[src/rtl/hazard_tracker_if.sv]
// Decode-side bus for the hazard tracker: issue fields and source operands in,
// stall / fire / forward selects and pipeline status out.
interface hazard_tracker_if #(
  parameter int NUM_STAGES = 3,
  parameter int REG_ADDR_W = 5,
  parameter int SEL_W      = $clog2(NUM_STAGES + 1)
) ();

  logic                  issue_valid_i;
  logic [REG_ADDR_W-1:0] issue_rd_i;
  logic                  issue_we_i;
  logic [SEL_W-1:0]      issue_rdy_stage_i;
  logic [REG_ADDR_W-1:0] rs1_i;
  logic [REG_ADDR_W-1:0] rs2_i;
  logic                  rs1_use_i;
  logic                  rs2_use_i;
  logic                  exe_stall_i;
  logic                  flush_i;
  logic                  stall_o;
  logic                  issue_fire_o;
  logic [SEL_W-1:0]      fwd_rs1_sel_o;
  logic [SEL_W-1:0]      fwd_rs2_sel_o;
  logic [NUM_STAGES-1:0] stage_valid_o;
  logic [31:0]           stall_cnt_o;

  // Decode stage side
  modport master (
    output issue_valid_i, issue_rd_i, issue_we_i, issue_rdy_stage_i,
    output rs1_i, rs2_i, rs1_use_i, rs2_use_i, exe_stall_i, flush_i,
    input  stall_o, issue_fire_o, fwd_rs1_sel_o, fwd_rs2_sel_o,
    input  stage_valid_o, stall_cnt_o
  );

  // Hazard tracker side
  modport slave (
    input  issue_valid_i, issue_rd_i, issue_we_i, issue_rdy_stage_i,
    input  rs1_i, rs2_i, rs1_use_i, rs2_use_i, exe_stall_i, flush_i,
    output stall_o, issue_fire_o, fwd_rs1_sel_o, fwd_rs2_sel_o,
    output stage_valid_o, stall_cnt_o
  );

endinterface

[src/rtl/hazard_tracker.sv]
// Scoreboard of in-flight destination registers behind decode. Detects RAW
// hazards for the two decode sources, picks a forwarding stage where the
// producer's result is already available, and otherwise stalls decode.
module hazard_tracker #(
  parameter int NUM_STAGES  = 3,
  parameter int REG_ADDR_W  = 5,
  parameter int FWD_EN      = 1,
  parameter int FLUSH_DEPTH = 1,
  parameter int SEL_W       = $clog2(NUM_STAGES + 1)
) (
  input  logic       clk_i,
  input  logic       rstn_i,
  hazard_tracker_if.slave bus
);

  typedef struct packed {
    logic                  valid;
    logic [REG_ADDR_W-1:0] rd;
    logic                  we;
    logic [SEL_W-1:0]      rdy_stage;
  } entry_t;

  localparam entry_t BUBBLE = '0;

  entry_t                entry_r     [NUM_STAGES];
  entry_t                entry_nxt_s [NUM_STAGES];
  entry_t                issue_entry_s;
  logic [REG_ADDR_W-1:0] src_rs_s    [2];
  logic                  src_use_s   [2];
  logic                  src_haz_s   [2];
  logic [SEL_W-1:0]      src_sel_s   [2];
  logic                  stall_s;
  logic                  fire_s;
  logic                  hold_s;
  logic [31:0]           stall_cnt_r;

  // Gather both decode sources so they share one resolution loop
  always_comb begin
    src_rs_s[0]  = bus.rs1_i;
    src_rs_s[1]  = bus.rs2_i;
    src_use_s[0] = bus.rs1_use_i;
    src_use_s[1] = bus.rs2_use_i;
  end

  // Per source: the youngest matching stage decides forward-vs-stall
  always_comb begin
    logic             haz_v;
    logic [SEL_W-1:0] sel_v;
    for (int s = 0; s < 2; s++) begin
      haz_v = 1'b0;
      sel_v = '0;
      // Walk oldest to youngest so a younger match overwrites an older one
      for (int k = NUM_STAGES - 1; k >= 0; k--) begin
        if (src_use_s[s] && (src_rs_s[s] != '0) && entry_r[k].valid &&
            entry_r[k].we && (entry_r[k].rd == src_rs_s[s])) begin
          if (FWD_EN != 0) begin
            haz_v = (SEL_W'(k) < entry_r[k].rdy_stage);
            sel_v = haz_v ? '0 : SEL_W'(k + 1);
          end else begin
            haz_v = 1'b1;
            sel_v = '0;
          end
        end else begin
          haz_v = haz_v;
          sel_v = sel_v;
        end
      end
      src_haz_s[s] = haz_v;
      src_sel_s[s] = sel_v;
    end
  end

  // Decode handshake: stall on any unresolved hazard or a busy EXE unit
  always_comb begin
    stall_s       = src_haz_s[0] | src_haz_s[1] | bus.exe_stall_i;
    fire_s        = bus.issue_valid_i & ~stall_s & ~bus.flush_i;
    hold_s        = bus.exe_stall_i & ~bus.flush_i;
    issue_entry_s = {1'b1, bus.issue_rd_i, bus.issue_we_i, bus.issue_rdy_stage_i};
  end

  // Next pipeline contents: shift, EXE hold with bubble, then flush kill
  always_comb begin
    if (hold_s) begin
      entry_nxt_s[0] = entry_r[0];
    end else begin
      entry_nxt_s[0] = fire_s ? issue_entry_s : BUBBLE;
    end
    for (int k = 1; k < NUM_STAGES; k++) begin
      entry_nxt_s[k] = (hold_s && (k == 1)) ? BUBBLE : entry_r[k-1];
    end
    for (int j = 0; j < NUM_STAGES; j++) begin
      entry_nxt_s[j].valid = entry_nxt_s[j].valid & ~(bus.flush_i & (j < FLUSH_DEPTH));
    end
  end

  // Pipeline entry registers; the last stage simply falls off the end
  always_ff @(posedge clk_i or negedge rstn_i) begin
    if (!rstn_i) begin
      for (int k = 0; k < NUM_STAGES; k++) begin
        entry_r[k] <= BUBBLE;
      end
    end else begin
      for (int k = 0; k < NUM_STAGES; k++) begin
        entry_r[k] <= entry_nxt_s[k];
      end
    end
  end

  // Saturating count of stalled decode cycles
  always_ff @(posedge clk_i or negedge rstn_i) begin
    if (!rstn_i) begin
      stall_cnt_r <= 32'd0;
    end else if (stall_s && (stall_cnt_r != 32'hFFFF_FFFF)) begin
      stall_cnt_r <= stall_cnt_r + 32'd1;
    end else begin
      stall_cnt_r <= stall_cnt_r;
    end
  end

  // Drive the bus outputs
  always_comb begin
    bus.stall_o       = stall_s;
    bus.issue_fire_o  = fire_s;
    bus.fwd_rs1_sel_o = src_sel_s[0];
    bus.fwd_rs2_sel_o = src_sel_s[1];
    bus.stall_cnt_o   = stall_cnt_r;
    for (int k = 0; k < NUM_STAGES; k++) begin
      bus.stage_valid_o[k] = entry_r[k].valid;
    end
  end

endmodule
[src/flat_wrapper.sv]
// flat-port wrapper written by rule: the top's interface ports become plain ports
module hazard_tracker_flat 
#(
  parameter int NUM_STAGES  = 3,
  parameter int REG_ADDR_W  = 5,
  parameter int FWD_EN      = 1,
  parameter int FLUSH_DEPTH = 1,
  parameter int SEL_W       = $clog2(NUM_STAGES + 1)
)
  (clk_i, rstn_i, bus_issue_valid_i, bus_issue_rd_i, bus_issue_we_i, bus_issue_rdy_stage_i, bus_rs1_i, bus_rs2_i, bus_rs1_use_i, bus_rs2_use_i, bus_exe_stall_i, bus_flush_i, bus_stall_o, bus_issue_fire_o, bus_fwd_rs1_sel_o, bus_fwd_rs2_sel_o, bus_stage_valid_o, bus_stall_cnt_o);
  hazard_tracker_if #(.NUM_STAGES(NUM_STAGES), .REG_ADDR_W(REG_ADDR_W), .SEL_W(SEL_W)) bus_i ();
  input  logic clk_i;
  input  logic rstn_i;
  input wire logic [$bits(bus_i.issue_valid_i)-1:0] bus_issue_valid_i;
  input wire logic [$bits(bus_i.issue_rd_i)-1:0] bus_issue_rd_i;
  input wire logic [$bits(bus_i.issue_we_i)-1:0] bus_issue_we_i;
  input wire logic [$bits(bus_i.issue_rdy_stage_i)-1:0] bus_issue_rdy_stage_i;
  input wire logic [$bits(bus_i.rs1_i)-1:0] bus_rs1_i;
  input wire logic [$bits(bus_i.rs2_i)-1:0] bus_rs2_i;
  input wire logic [$bits(bus_i.rs1_use_i)-1:0] bus_rs1_use_i;
  input wire logic [$bits(bus_i.rs2_use_i)-1:0] bus_rs2_use_i;
  input wire logic [$bits(bus_i.exe_stall_i)-1:0] bus_exe_stall_i;
  input wire logic [$bits(bus_i.flush_i)-1:0] bus_flush_i;
  output wire logic [$bits(bus_i.stall_o)-1:0] bus_stall_o;
  output wire logic [$bits(bus_i.issue_fire_o)-1:0] bus_issue_fire_o;
  output wire logic [$bits(bus_i.fwd_rs1_sel_o)-1:0] bus_fwd_rs1_sel_o;
  output wire logic [$bits(bus_i.fwd_rs2_sel_o)-1:0] bus_fwd_rs2_sel_o;
  output wire logic [$bits(bus_i.stage_valid_o)-1:0] bus_stage_valid_o;
  output wire logic [$bits(bus_i.stall_cnt_o)-1:0] bus_stall_cnt_o;
  assign bus_i.issue_valid_i = bus_issue_valid_i;
  assign bus_i.issue_rd_i = bus_issue_rd_i;
  assign bus_i.issue_we_i = bus_issue_we_i;
  assign bus_i.issue_rdy_stage_i = bus_issue_rdy_stage_i;
  assign bus_i.rs1_i = bus_rs1_i;
  assign bus_i.rs2_i = bus_rs2_i;
  assign bus_i.rs1_use_i = bus_rs1_use_i;
  assign bus_i.rs2_use_i = bus_rs2_use_i;
  assign bus_i.exe_stall_i = bus_exe_stall_i;
  assign bus_i.flush_i = bus_flush_i;
  assign bus_stall_o = bus_i.stall_o;
  assign bus_issue_fire_o = bus_i.issue_fire_o;
  assign bus_fwd_rs1_sel_o = bus_i.fwd_rs1_sel_o;
  assign bus_fwd_rs2_sel_o = bus_i.fwd_rs2_sel_o;
  assign bus_stage_valid_o = bus_i.stage_valid_o;
  assign bus_stall_cnt_o = bus_i.stall_cnt_o;
  hazard_tracker #(.NUM_STAGES(NUM_STAGES), .REG_ADDR_W(REG_ADDR_W), .FWD_EN(FWD_EN), .FLUSH_DEPTH(FLUSH_DEPTH), .SEL_W(SEL_W)) u_core (.clk_i(clk_i), .rstn_i(rstn_i), .bus(bus_i));
endmodule
[config.mk]
export PLATFORM = sky130hd
export DESIGN_NAME = hazard_tracker_flat
export DESIGN_NICKNAME = d
export VERILOG_FILES = /design/src/rtl/hazard_tracker_if.sv /design/src/rtl/hazard_tracker.sv /design/src/flat_wrapper.sv
export SDC_FILE = /design/constraint.sdc
export NUM_CORES = 1
export LEC_CHECK = 0
export BUFFER_PORTS_ARGS = -buffer_cell sky130_fd_sc_hd__buf_2
export CAP_MARGIN = 15
export CORE_UTILIZATION = 58
export CTS_CLUSTER_DIAMETER = 40
export DETAILED_ROUTE_END_ITERATION = 10
export PLACE_DENSITY = 0.88
export SLEW_MARGIN = 25
export SYNTH_ARGS = -nofsm -noshare
export SYNTH_HDL_FRONTEND = slang
export SYNTH_SLANG_ARGS = --single-unit
[constraint.sdc]
create_clock -name clk_i -period 10.32 [get_ports clk_i]
set_clock_uncertainty 0.2 [all_clocks]
set_input_delay 2.58 -clock clk_i [delete_from_list [all_inputs] [get_ports clk_i]]
set_output_delay 2.58 -clock clk_i [all_outputs]
set_load 0.01 [all_outputs]
Yosys cells after proc, flatten, opt, wreduce, memory -nomap -nowiden:

Index checks and enable logic that the tools add are counted.

* bits in registers: 59
* output and inout bits: 41

* add/sub/neg operators: 1
* muxes and demuxes: 18
* magnitude comparators: 3
* reduce and logical (&&, ||, !) cells: 23
* bitwise logic cells: 8
* eq/ne operators: 7

Operator list (count)
* $add 32x1->32 const B: 1
* $ne 32x32->1 const B: 1
* $eq 5x5->1: 6
* $mux 9: 3
* $logic_and 1x1->1: 21
* $mux 2: 8
* $reduce_bool 5->1: 2
* $mux 1: 7
* $and 1x1->1: 4
* $lt 1x2->1 const A: 2
* $lt 2x2->1 const A: 1
* $not 1->1: 2
* $or 1x1->1: 2

Logic depth before layout (Yosys ltp):

Gate-level depths: netlist of the first run.

* depth in word-level cells: 16
* gate-level depth with buffers: 10

Worst setup path before layout of the first run:

No wires, ideal clock.

* path kind: input -> output
* start point: input bus_rs2_i[2]
* end point: output bus_issue_fire_o
* data required time: 7.540 ns
* slack: 3.151 ns
* data arrival time: 4.389 ns
* stages: 7
* path through: xor2_1 or4_4 nor4_4 and3b_1 a21oi_1 or2_1 nor3b_4

* word-level cells in the longest chain between the ends: 13
* elaborated cells between the ends (all ways): 22
* classes of those cells: eq/ne (3); mux (3); bitwise (5); reduce/logical (11)

RTL lines
* from (decl): line flat_wrapper.sv:19 `input wire logic [$bits(bus_i.rs2_i)-1:0] bus_rs2_i;`
* $reduce_bool 5->1: line hazard_tracker.sv:54 `if (src_use_s[s] && (src_rs_s[s] != '0) && entry_r[k].valid &&`
* $logic_and 1x1->1 (3 in series): line hazard_tracker.sv:54
* $logic_and 1x1->1: line hazard_tracker.sv:55 `entry_r[k].we && (entry_r[k].rd == src_rs_s[s])) begin`
* $mux 1 (2 in series): line hazard_tracker.sv:54
* $mux 1 (*): line hazard_tracker.sv:54
* $or 1x1->1 (*) (2 in series): line hazard_tracker.sv:75 `stall_s = src_haz_s[0] | src_haz_s[1] | bus.exe_stall_i;`
* net bus_stall_o: line flat_wrapper.sv:24 `output wire logic [$bits(bus_i.stall_o)-1:0] bus_stall_o;`
* $not 1->1 (*): line hazard_tracker.sv:76 `fire_s = bus.issue_valid_i & ~stall_s & ~bus.flush_i;`
* $and 1x1->1 (*) (2 in series): line hazard_tracker.sv:76
* to (decl): line flat_wrapper.sv:25 `output wire logic [$bits(bus_i.issue_fire_o)-1:0] bus_issue_fire_o;`

Mark *: on every way through the listed nets, which the timed path passes. The rest lies on a longest branch.

Worst setup path in the final report of the first run:

* start point: input bus_rs2_i[2]
* end point: output bus_issue_fire_o

* word-level cells in the longest chain between the ends: 13
* elaborated cells between the ends (all ways): 22
* classes of those cells: eq/ne (3); mux (3); bitwise (5); reduce/logical (11)

RTL lines (line)
* $reduce_bool 5->1: hazard_tracker.sv:54
* $logic_and 1x1->1 (3 in series): hazard_tracker.sv:54
* $logic_and 1x1->1: hazard_tracker.sv:55
* $mux 1 (2 in series): hazard_tracker.sv:54
* $mux 1 (*): hazard_tracker.sv:54
* $or 1x1->1 (*) (2 in series): hazard_tracker.sv:75
* $not 1->1 (*): hazard_tracker.sv:76
* $and 1x1->1 (*) (2 in series): hazard_tracker.sv:76

Every way passes the cells marked *; elsewhere a longest branch is shown, timed or not.

==> reports/qor.yml, run 1 <==
outcome: "finished, final reports clean"
grt_max_degree: 60
drt_first_pass_iters: 5
synth_fa_ha_area_share_pct: 0.412
root_buffer: "clkbuf_8"
synthesis.nets: 301
clk_pin_slew_worst_paths_ps: 60
yosys_warnings: 0
critPathMaxFanout: 10
wl_per_cell_um: 16.6
dieHeight_um: 74.4
cts_buffers: 9
reg2reg_depth: 8
synth_area_per_cell_um2: 11.1
drt_iter0_drc: 183
ff2ff_setup_slack_ps: 7190
grt_pass1_wl_um: 11300
finalHoldViolations: 0
grt_util_met3_pct: 7.99
rsz0062_at_grt: "false"
synthesis.area_mm2: 0.00304
r2r-end: "u_core.bus.stall_cnt_o[5]"
grt_util_met1_pct: 40.1
layout_min_cycle_time_ps: 7640
gr-total-overflow: 0
num_vias: 2346
pin_count: 66
final_layout_size_suffix_gt1_share_pct: 29.5
critical_path_required_ps: 7540
cts.repair.resized: 0
die_w_um: 74.4
max_slew_margin_pct: 52.2
cts_sinks: 59
vias_per_cell: 5.64
slew_violations: 0
globalplace.congestion: 0.936
worstHoldPathCells: 0
place_ws_ps: 2690
fmax_mhz: 131
yosysSeqAreaShare_pct: 48.6
nets: 370
post-cts-setup-buffer-count: 0
io_buffers: 65
ys_seq_elements: 59
tns_ps: 0
area_delta_synth_final_pct: 18.6
dp_hpwl_um: 4760
utilization_pct: 73.9
layout_setup_ws_ps: 2680
grt_antenna_before_repair: 0
synth_top_family_by_area: "simple AND/OR/NAND/NOR gates"
met2_usage_pct: 41.5
synthXorXnorAreaFrac_pct: 17.6
diodes: 0
grt.total_usage_pct: 28.0
endpoint_kind: "output port"
peakVddDrop_mv: 0.139
drc: 0
p_per_area_mw_per_mm2: 164
start_kind: "primary input"
min_from: "u_core.entry_nxt_s[0]"
timing.rr.start: "u_core.bus.stall_cnt_o[5]"
clk_path_buf_depth: 2
critPathArrivalTime_ps: 4860
tightestPinTransition_ps: 717
synth_cell_types: 40
synth_compound_area_share_pct: 5.06
htree_num_levels: 3
setup_violations: 0
coreArea_mm2: 0.00488
hold_slack_ps: 167
postRouteAntennaNets: 0
cap_violations: 0
hold_buffers: 0
rows: 25
clk_latency_ps: 330
grt_busiest_layer: "met2"
leakage_nw: 1.58
synth_simple_gate_area_share_pct: 25.8
hold-path-endpoint: "u_core.entry_r[0]"
wl_um: 6890
tritoncts: "done"
synthMuxAreaShare_pct: 0.329
synth_cells: 275
fp.dieArea_mm2: 0.00554
grt_pass1_vias: 2256
worstHoldPathType: "reg -> reg"
fin_crit_sh_pct: 74.1
crit_type: "in -> out"
start_util_pct: 62.3
==> registers in the layout, summed over array words and instances, names as in the netlist <==
signal and flops:
u_core.bus.stage_valid_o 3, u_core.bus.stall_cnt_o 32, u_core.entry_nxt_s 8, u_core.entry_r 16
==> per-stage QoR <==
step | total power, mW | cell area [um^2] | instances
after CTS | 0.595 | 3600 | 416
after detailed placement | 0.373 | 3400 | 400
after floorplan | 0.332 | 3040 | 275
after global routing | 0.616 | 3600 | 416
final | 0.593 | 3600 | 416
after global placement | 0.370 | 3400 | 400
==> layer usage <==
layer	vias to the layer above	share of wire (%)
met5	-	0
met4	0	1.0
met3	15	6.3
met2	83	46
met1	1142	47
li1	1106	-
==> cell usage after synthesis <==
| cell type | count | area [um^2] |
|---|---|---|
| or4_1 | 2 | 15.0 |
| buf_4 | 4 | 30.0 |
| nor3_1 | 3 | 15.0 |
| o21ai_0 | 1 | 5.00 |
| nor4_4 | 2 | 42.5 |
| inv_1 | 2 | 7.51 |
| a211oi_2 | 1 | 12.5 |
| o21bai_1 | 1 | 7.51 |
| nand2_1 | 18 | 67.6 |
| a2bb2oi_1 | 1 | 8.76 |
| or4_4 | 1 | 11.3 |
| nand4_1 | 23 | 144 |
| buf_6 | 2 | 22.5 |
| dfrtp_1 | 59 | 1480 |
| nor3b_4 | 1 | 18.8 |
| nand2b_1 | 2 | 12.5 |
| nand3_1 | 13 | 65.1 |
| nor2b_1 | 2 | 12.5 |
| o21ai_2 | 2 | 17.5 |
| or3_2 | 2 | 15.0 |
| or2_1 | 2 | 12.5 |
| xnor2_1 | 36 | 315 |
| nor4_1 | 5 | 31.3 |
| nor3_2 | 11 | 110 |
| and3b_1 | 1 | 8.76 |
| mux2i_1 | 1 | 10.0 |
| or2_2 | 1 | 6.26 |
| ha_1 | 1 | 12.5 |
| or3_4 | 1 | 11.3 |
| and2_1 | 9 | 56.3 |
| xor2_1 | 25 | 219 |
| a21oi_1 | 5 | 25.0 |
| nor2_1 | 16 | 60.1 |
| nor2_2 | 1 | 6.26 |
| nor4_2 | 3 | 37.5 |
| and3_1 | 3 | 18.8 |
| or2b_1 | 1 | 7.51 |
| a211oi_1 | 1 | 7.51 |
| a22o_1 | 8 | 70.1 |
| clkbuf_1 | 2 | 7.51 |
==> worst max-delay path by stage <==
stage / depth (start not counted) / startpoint / to
after floorplan: 7 / bus_rs2_i[2] / bus_issue_fire_o
after global placement: 9 / bus_rs2_i[2] / bus_issue_fire_o
after detailed placement: 9 / bus_rs2_i[2] / bus_issue_fire_o
after CTS: 9 / bus_rs2_i[2] / bus_issue_fire_o
after global routing: 9 / bus_rs2_i[2] / bus_issue_fire_o
final: 9 / bus_rs2_i[2] / bus_issue_fire_o
==> cells by family (layout without fill, tap and decap cells) <==
kind of cell | Yosys count | count (layout)
flip-flops | 59 | 59
XOR/XNOR | 61 | 61
adder cells (fa/ha/maj) | 1 | 1
buffers and inverters | 10 | 84
AO/OA/AOI/OAI | 20 | 20
multiplexers | 1 | 1
AND/OR/NAND/NOR | 123 | 123
==> cell usage in the layout, fill, tap and decap left out, types with 8 or more instances in the layout <==
| master | n |
|---|---|
| buf_2 | 65 |
| dfrtp_1 | 59 |
| xnor2_1 | 36 |
| xor2_1 | 25 |
| nand4_1 | 23 |
| nand2_1 | 18 |
| nor2_1 | 16 |
| nand3_1 | 13 |
| nor3_2 | 11 |
| and2_1 | 9 |
| clkbuf_8 | 9 |
| a22o_1 | 8 |
==> critical path, stage by stage <==
cell and delay (ps):
buf_2 140, xor2_1 140, or4_4 550, nor4_4 260
and3b_1 240, a21oi_1 50, or2_1 310, nor3b_4 390
buf_2 210
==> final cells by class <==
type,count,area [um^2]
multi-input combinational,206,1500
clock buffer,14,143
timing repair buffer,66,333
fill,353,1270
inverter,2,7.51
clock inverter,2,60.1
sequential,59,1480
tap,67,83.8
==> power breakdown <==
part | switching [mW] | leakage [nW] | internal (mW)
logic | 0.0506 | 0.715 | 0.0390
registers | 0.0285 | 0.763 | 0.252
clock network | 0.0858 | 0.0989 | 0.137
total | 0.165 | 1.58 | 0.428
(Power assumes the default switching activity.)
==> run 2: changes to the inputs <==
CORE_UTILIZATION = 49   (was 58)
PLACE_DENSITY = 0.8   (was 0.88)
clock period = 6.3 ns   (was 10.32 ns; I/O delays follow)
==> run 2 against run 1 <==
Compared with the run above:
- via count down 0.81%
- sequential power increased by 63%
- first-iteration DRC count unchanged
- global-route usage shrank 4.6 points
- clock-buffer cell count fell by 3
- critical endpoint unchanged
- highest routed layer unchanged
- non-clock buffer count grew 1
- critical path depth is the same
- critical path type unchanged
- core utilization shrank 13 points
==> reports/qor.yml, run 2 (synthesized netlist as in run 1, its figures left out) <==
critPathMaxFanout: 5
postRouteAntennaNets: 0
clk_latency_ps: 340
internal-power_mw: 0.720
fp.dieArea_mm2: 0.00652
grt_pass1_vias: 2300
hold-path-endpoint: "u_core.entry_r[0]"
tightestPinTransition_ps: 731
critPathArrivalTime_ps: 3670
multi_input_area_mm2: 0.00150
dieHeight_um: 80.8
nFillCells: 489
comb_power_share_pct: 14.7
cap_violations: 0
peakVddDrop_mv: 0.235
hold_buffers: 0
clockPowerShare_pct: 39.2
area_delta_synth_final_pct: 19.9
diodes: 0
drt_iter0_drc: 183
min_from: "u_core.entry_nxt_s[0]"
vias_per_cell: 5.48
switching_share_pct: 27.8
cts.repair.resized: 0
p_sw_mw: 0.277
pin_count: 66
critical_path_required_ps: 4530
hold_slack_ps: 141
fmax_mhz: 184
final_layout_size_suffix_gt1_share_pct: 31.1
finalHoldViolations: 0
timing.rr.start: "u_core.bus.stall_cnt_o[7]"
layout_min_cycle_time_ps: 5440
fin_crit_sh_pct: 86.4
tritoncts: "done"
ff2ff_setup_slack_ps: 3180
gr-total-overflow: 0
cts_sinks: 59
wl_per_cell_um: 16.0
leakage_nw: 1.60
start_kind: "primary input"
setup_violations: 0
max_slew_margin_pct: 51.3
reg2reg_depth: 8
clk_pin_slew_worst_paths_ps: 70
wl_um: 6800
root_buffer: "clkbuf_8"
globalplace.congestion: 0.899
coreArea_mm2: 0.00596
drt_first_pass_iters: 4
grt.total_usage_pct: 23.4
post-cts-setup-buffer-count: 0
p_per_area_mw_per_mm2: 273
rows: 28
grt_max_degree: 60
grt_pass1_wl_um: 11300
grt_antenna_before_repair: 0
endpoint_kind: "output port"
final_common_cell: "buf_2"
nets: 371
tns_ps: 0
slew_violations: 0
start_util_pct: 51.1
outcome: "finished, final reports clean"
num_vias: 2327
htree_num_levels: 3
power_frac_seq_pct: 46.0
clk_path_buf_depth: 2
r2r-end: "u_core.bus.stall_cnt_o[3]"
mostFrequentLayoutCells: "buf_2 (65), dfrtp_1 (59), xnor2_1 (36), xor2_1 (25), nand4_1 (23)"
drc: 0
worstHoldPathType: "reg -> reg"
worstHoldPathCells: 0
io_buffers: 65
die_w_um: 80.8
seqCellArea_mm2: 0.00148
cts_buffers: 9
rsz0062_at_grt: "false"
largest_register_ffs: 32
crit_type: "in -> out"
dp_hpwl_um: 4910
## run 2: cell count changes in the layout (fill, tap and decap cells not counted), sizes merged
cell	change
buf	+1
clkbuf	-3
clkinv	+3
## run 2: layout make-up
class	instances	area share [%]
multi-input cells	206	41.2
flip-flops and latches	59	40.5
repair buffers	67	9.33
clock buffers	11	4.15
well taps	75	2.57
clock inverters	5	2.06
inverters	2	0.206
## run 2: through the flow
step                      area (um^2)  utilization, %  power [mW]  instances  worst slack (ps)
after floorplan                  3040               -       0.544        275              1140
after global placement           3410            57.3       0.607        409               962
final                            3650            61.2       0.996        425               860
after CTS                        3650            61.2        1.00        425               887
after global routing             3650            61.2        1.04        425               736
after detailed placement         3420            57.4       0.612        409               900
## run 2: power groups by stage
stage          clock network [mW]  logic (mW)  registers (mW)
2_1_floorplan                   0      0.0745           0.470
3_3_place_gp                    0       0.143           0.463
3_5_place_dp                    0       0.148           0.463
4_1_cts                     0.395       0.148           0.458
5_1_grt                     0.411       0.164           0.465
6_report                    0.391       0.147           0.459
## run 2: routing by layer
layer | up-vias | global-route usage [%] | wire length [um]
li1 | 1110 | - | -
met1 | 1138 | 32.0 | 3160
met2 | 64 | 33.9 | 3090
met3 | 15 | 7.08 | 364
met4 | 0 | 11.4 | 187
met5 | - | 0 | 0
## run 2: how the worst max path moves through the flow
stage                     slack [ps]               end    startpoint
after CTS                        890  bus_issue_fire_o  bus_rs2_i[2]
final                            860  bus_issue_fire_o  bus_rs2_i[2]
after detailed placement         900  bus_issue_fire_o  bus_rs2_i[2]
after floorplan                 1140  bus_issue_fire_o  bus_rs2_i[2]
after global routing             740  bus_issue_fire_o  bus_rs2_i[2]
after global placement           960  bus_issue_fire_o  bus_rs2_i[2]
## run 2: critical path, stage by stage
cell and delay [ps]:
buf_2 130, xor2_1 150, or4_4 550, nor4_4 250, and3b_1 240, a21oi_1 50, or2_1 290, nor3b_4 250
buf_2 170
